[src/rtl/wb_port_arbiter_pkg.sv]
// Shared constants and types for the register-file write-port arbiter.
// Default datapath widths match the core; instances may override them.
package wb_port_arbiter_pkg;

   localparam int XLEN   = 32;
   localparam int REG_AW = 5;
   localparam logic [REG_AW-1:0] REG_ZERO = '0;

   // Winner of the single write slot in the current cycle.
   typedef enum logic [1:0] {
      GRANT_NONE = 2'd0,
      GRANT_PIPE = 2'd1,
      GRANT_FIFO = 2'd2
   } grant_e;

endpackage

[src/rtl/wb_port_arbiter_fifo.sv]
// Small synchronous FIFO buffering MDU results until a write slot is free.
// Pointers carry one extra wrap bit so full and empty are distinguishable.
module wb_port_arbiter_fifo #(
   parameter int WIDTH = 37,
   parameter int DEPTH = 2
) (
   input  logic                     clk,
   input  logic                     rst_n,
   input  logic                     push,
   input  logic                     pop,
   input  logic [WIDTH-1:0]         din,
   output logic [WIDTH-1:0]         dout,
   output logic                     full,
   output logic                     empty,
   output logic [$clog2(DEPTH):0]   count
);

   localparam int AW    = $clog2(DEPTH);
   localparam int PTR_W = AW + 1;

   logic [WIDTH-1:0] mem [DEPTH];
   logic [PTR_W-1:0] wr_ptr;
   logic [PTR_W-1:0] rd_ptr;
   logic             do_push;
   logic             do_pop;

   // Requests that would overflow or underflow are ignored.
   assign do_push = push && !full;
   assign do_pop  = pop && !empty;

   always_ff @(posedge clk or negedge rst_n) begin
      if (!rst_n) begin
         wr_ptr <= '0;
         rd_ptr <= '0;
      end else begin
         if (do_push) wr_ptr <= wr_ptr + PTR_W'(1);
         if (do_pop)  rd_ptr <= rd_ptr + PTR_W'(1);
      end
   end

   always_ff @(posedge clk) begin
      if (do_push) mem[wr_ptr[AW-1:0]] <= din;
   end

   assign dout  = mem[rd_ptr[AW-1:0]];
   assign empty = (wr_ptr == rd_ptr);
   assign full  = (wr_ptr[AW] != rd_ptr[AW]) && (wr_ptr[AW-1:0] == rd_ptr[AW-1:0]);
   assign count = wr_ptr - rd_ptr;

endmodule

[src/rtl/wb_port_arbiter.sv]
// Arbitrates the register-file write port between the WB stage (priority)
// and buffered MDU results, with a starvation counter forcing MDU drains.
module wb_port_arbiter #(
   parameter int XLEN       = wb_port_arbiter_pkg::XLEN,
   parameter int REG_AW     = wb_port_arbiter_pkg::REG_AW,
   parameter int FIFO_DEPTH = 2,
   parameter int STARVE_MAX = 4
) (
   input  logic              clk,
   input  logic              rst_n,
   input  logic              pipe_wb_valid,
   input  logic [REG_AW-1:0] pipe_wb_rd,
   input  logic [XLEN-1:0]   pipe_wb_data,
   input  logic              mdu_valid,
   input  logic [REG_AW-1:0] mdu_rd,
   input  logic [XLEN-1:0]   mdu_data,
   output logic              mdu_ready,
   output logic              pipe_stall,
   output logic              rf_we,
   output logic [REG_AW-1:0] rf_waddr,
   output logic [XLEN-1:0]   rf_wdata,
   output logic              mdu_pending
);

   import wb_port_arbiter_pkg::*;

   localparam int ENTRY_W = REG_AW + XLEN;
   localparam int CNT_W   = $clog2(FIFO_DEPTH) + 1;
   localparam int SC_W    = $clog2(STARVE_MAX + 1);
   localparam logic [SC_W-1:0] STARVE_TOP = SC_W'(STARVE_MAX);

   logic [ENTRY_W-1:0] fifo_dout;
   logic               fifo_full;
   logic               fifo_empty;
   logic [CNT_W-1:0]   fifo_count;
   logic               fifo_nonempty;
   logic               fifo_push;
   logic               fifo_pop;
   logic [REG_AW-1:0]  head_rd;
   logic [XLEN-1:0]    head_data;
   logic               pipe_req;
   logic               force_drain;
   logic [SC_W-1:0]    starve_cnt;
   grant_e             grant;

   // MDU handshake: a result transfers on any cycle with mdu_valid && mdu_ready;
   // mdu_ready comes from registered FIFO state only, so a same-cycle pop never
   // opens a slot. Results for x0 complete the handshake but are dropped.
   assign mdu_ready     = !fifo_full;
   assign fifo_push     = mdu_valid && mdu_ready && (mdu_rd != '0);
   assign fifo_nonempty = !fifo_empty;
   assign mdu_pending   = (fifo_count != '0);
   assign pipe_req      = pipe_wb_valid && (pipe_wb_rd != '0);
   assign head_rd       = fifo_dout[ENTRY_W-1:XLEN];
   assign head_data     = fifo_dout[XLEN-1:0];

   wb_port_arbiter_fifo #(
      .WIDTH (ENTRY_W),
      .DEPTH (FIFO_DEPTH)
   ) u_fifo (
      .clk   (clk),
      .rst_n (rst_n),
      .push  (fifo_push),
      .pop   (fifo_pop),
      .din   ({mdu_rd, mdu_data}),
      .dout  (fifo_dout),
      .full  (fifo_full),
      .empty (fifo_empty),
      .count (fifo_count)
   );

   always_comb begin
      grant       = GRANT_NONE;
      pipe_stall  = 1'b0;
      force_drain = fifo_nonempty && (starve_cnt == STARVE_TOP);
      if (force_drain) begin
         grant      = GRANT_FIFO;
         pipe_stall = pipe_req;
      end else if (pipe_req) begin
         grant = GRANT_PIPE;
      end else if (fifo_nonempty) begin
         grant = GRANT_FIFO;
      end
   end

   assign fifo_pop = (grant == GRANT_FIFO);

   // Address and data hold their last value on idle cycles; only rf_we drops.
   always_ff @(posedge clk or negedge rst_n) begin
      if (!rst_n) begin
         rf_we    <= 1'b0;
         rf_waddr <= '0;
         rf_wdata <= '0;
      end else begin
         unique case (grant)
            GRANT_PIPE: begin
               rf_we    <= 1'b1;
               rf_waddr <= pipe_wb_rd;
               rf_wdata <= pipe_wb_data;
            end
            GRANT_FIFO: begin
               rf_we    <= 1'b1;
               rf_waddr <= head_rd;
               rf_wdata <= head_data;
            end
            default: rf_we <= 1'b0;
         endcase
      end
   end

   always_ff @(posedge clk or negedge rst_n) begin
      if (!rst_n) begin
         starve_cnt <= '0;
      end else if (fifo_empty || (grant == GRANT_FIFO)) begin
         starve_cnt <= '0;
      end else if (starve_cnt != STARVE_TOP) begin
         starve_cnt <= starve_cnt + SC_W'(1);
      end
   end

endmodule

[config.mk]
export PLATFORM = sky130hd
export DESIGN_NAME = wb_port_arbiter
export DESIGN_NICKNAME = d
export VERILOG_FILES = /design/src/rtl/wb_port_arbiter_pkg.sv /design/src/rtl/wb_port_arbiter_fifo.sv /design/src/rtl/wb_port_arbiter.sv
export SDC_FILE = /design/constraint.sdc
export NUM_CORES = 1
export LEC_CHECK = 0
export CORE_ASPECT_RATIO = 1.2
export CORE_UTILIZATION = 53
export DETAILED_ROUTE_END_ITERATION = 10
export PLACE_DENSITY_LB_ADDON = 0.08
export SYNTH_ARGS = -nofsm -noshare
export SYNTH_HDL_FRONTEND = slang
export SYNTH_SLANG_ARGS = --single-unit
[constraint.sdc]
create_clock -name clk -period 7.25 [get_ports clk]
set_input_delay 1.45 -clock clk [delete_from_list [all_inputs] [get_ports clk]]
set_output_delay 1.45 -clock clk [all_outputs]
set_load 0.03 [all_outputs]
==> results.cfg <==
[cts]
cts.path.max_buffers = 2
worst_skew_pair.late_latency_ns = 0.51
clkTransAtPathRegs_ns = 0.06
htree_levels = 4
clock-sinks = 119
post_cts_resize_count = 0
cts-root-buf = clkbuf_8
cts_inserted_buffers = 17
postCtsHoldBufs = 0
cts_setup_buffers = 0
cts_tree = yes

[die]
ios = 119
start_util_pct = 54.6
die_w_um = 90.1
core_area_um2 = 9030
fp.dieArea_um2 = 9690
die_h_um = 108
rows = 38

[logic_synthesis]
synth_top_family_by_area = compound AO/OA/AOI/OAI gates
synth_xor_area_share_pct = 1.60
avgSynthCellArea_um2 = 14.6
synth-seq-cells = 119
synthFlopType = edfxtp_1
synth_edf_count = 74
synth_top_area_share_pct = 45.1
synthArstFlopShare_pct = 37.8
synthDominantAreaCellType = edfxtp_1
yosysSeqAreaShare_pct = 67.9
synthTopCellsByArea = edfxtp_1 (45%), dfrtp_1 (23%), mux2i_1 (7.7%), a211oi_1 (5.6%), a21o_1 (5.6%)
muxShareOfSynthArea_pct = 7.71
synth_nets = 419
synth-simple-area-share_pct = 5.86
yosys_warnings = 0
syn_inst = 338
synth.top_cells.by_count = edfxtp_1 (74), dfrtp_1 (45), nor2_1 (39), mux2i_1 (38)
synthAdderAreaFrac_pct = 0.761
syn_area_um2 = 4930
synth_compound_area_share_pct = 13.3
yosysMostFrequentCell = edfxtp_1
synth.distinct_cells = 41

[layout]
final_cells = 591
antenna_cells = 0
syn2layout_area_growth_pct = 38.3
final_util_pct = 75.5
final.fill_count = 579
finish.net_count = 539
final_layout_size_suffix_gt1_share_pct = 10.4

[power]
finalPower_mw = 3.41
vdd_ir_drop_max_mv = 0.271
switching_share_pct = 35.7
p_leak_nw = 2.78
power.density_nw_per_um2 = 500
p_int_mw = 2.19
power_frac_seq_pct = 32.5
power_frac_clock_pct = 25.8
p_comb_share_pct = 41.7
p_sw_mw = 1.22

[worst_hold_path]
holdCritStartpoint = rf_wdata[25]
hold_class = reg2reg

[critical_path]
worst_ep_arrival_time_ns = 3.33
cp.required_ns = 5.80
r2r_setup_slack_ns = 4.28
timing.rr.end = rf_wdata[17]
cp_max_fo = 3
end_kind = output port
crit_start = pipe_wb_rd[2]
crit_type = in2out
crit_path_end = pipe_stall
worstRegToRegCells = 8
reg2reg_from = u_fifo.wr_ptr[0]
crit_path_start_kind = input port

[sta]
period_share_pct = 66.0
fmax_ghz = 0.209
worstMarginPinSlew_ns = 1.14
relSlewSlack_pct = 23.9
hold_violations = 0
setup-violations-final = 0
finalMaxSlewViolations = 0
finalClockSkew_ns = 0.0101
fin_crit_ns = 4.78
worst_slack_ns = 2.47
rsz0062_at_grt = no
tns_ns = 0

[job]
drv_cap = 0

[global_route]
grt_pass1_wl_um = 16100
grt_usage_pct = 22.0
grt_pass1_vias = 3337
grt_max_degree = 76
antenna_found_initial = 0
gr-total-overflow = 0

[placement]
pre_cts_ws_ns = 2.47
dp_cells = 559
dp.final_hpwl_um = 5940
gp_congestion = 0.683
port_buffers = 118

[routing]
routedWlPerCell_um = 16.4
ant_nets = 0
wl_um = 9720
drtIter0Drc = 123
drc = 0
vias = 3160
dr.pass1.iters = 4
vias_per_cell = 5.35

[run_status]
status = completed
power groups by stage:
stage	logic, mW	clock network, mW	registers, mW
after floorplan	0.778	0	1.32
after global placement	1.39	0	1.11
after detailed placement	1.43	0	1.12
after CTS	1.44	0.892	1.11
after global routing	1.54	0.922	1.14
final	1.42	0.878	1.11
sequential cells by signal, summed over array words and instances, names as in the netlist:
register,flops
rf_waddr,5
rf_wdata,32
rf_we,1
starve_cnt,3
u_fifo.mem,74
u_fifo.rd_ptr,2
u_fifo.wr_ptr,2
critical path, cell delays in order:
cell and delay, ns:
clkdlybuf4s50_1 0.42, or4_1 0.52, o21a_1 0.20, nor3b_2 0.15
clkdlybuf4s50_1 0.59
layer usage:
layer / track usage [%] / wire (µm) / vias up
met1: 25.0 / 3970 / 1552
met4: 8.06 / 74 / 0
met3: 7.13 / 469 / 7
li1: - / - / 1516
met5: 0 / 0 / -
met2: 38.8 / 5200 / 85
per-stage QoR:
step	area, µm²	hold WS (ns)
6_report	6820	0.474
2_1_floorplan	4930	0.548
5_1_grt	6820	0.494
3_3_place_gp	6190	0.462
4_1_cts	6820	0.480
3_5_place_dp	6190	0.468
layout make-up:
class                           count  area, µm²  area share [%]
Sequential cell                   119       3350            49.1
Multi-Input combinational cell    192       1460            21.4
Timing Repair Buffer              123       1210            17.8
Clock buffer                       22        453            6.64
Clock inverter                     10        174            2.55
Tap cell                          120        150            2.20
Inverter                            5       18.8           0.275
logic make-up (layout without fill, tap and decap cells):
logic type	count (synthesis)	count (layout)
and+or+nand+nor	57	57
DFF	119	119
muxes	38	38
AOI/OAI and AO/OA	88	88
xor gates and xnor gates	6	6
buffers and inverters	27	160
adders and majority gates	3	3
placed cells by master (no fill, tap or decap), types with 2 or more instances in the layout:
cell and instances:
nor2_1 38, o21ai_1 2, edfxtp_1 74, inv_1 5, buf_4 5, clkdlybuf4s50_1 117
nor2b_1 2, clkinv_2 4, a31oi_1 2, dfrtp_1 44, ha_1 2, o2111ai_1 2
mux2i_1 38, nor2_4 2, xnor2_1 4, clkbuf_1 3, bufinv_16 5, nor3_2 3
a211oi_1 37, clkbuf_16 16, a21o_1 37, clkbuf_8 3
worst min path at each step:
stage,depth (start not counted),end,slack [ns]
final,1,rf_wdata[25],0.47
after global routing,1,rf_wdata[17],0.49
after CTS,1,rf_wdata[21],0.48
after detailed placement,1,rf_wdata[21],0.47
after global placement,1,rf_waddr[3],0.46
after floorplan,2,starve_cnt[1],0.55
(Power assumes the default switching activity.)
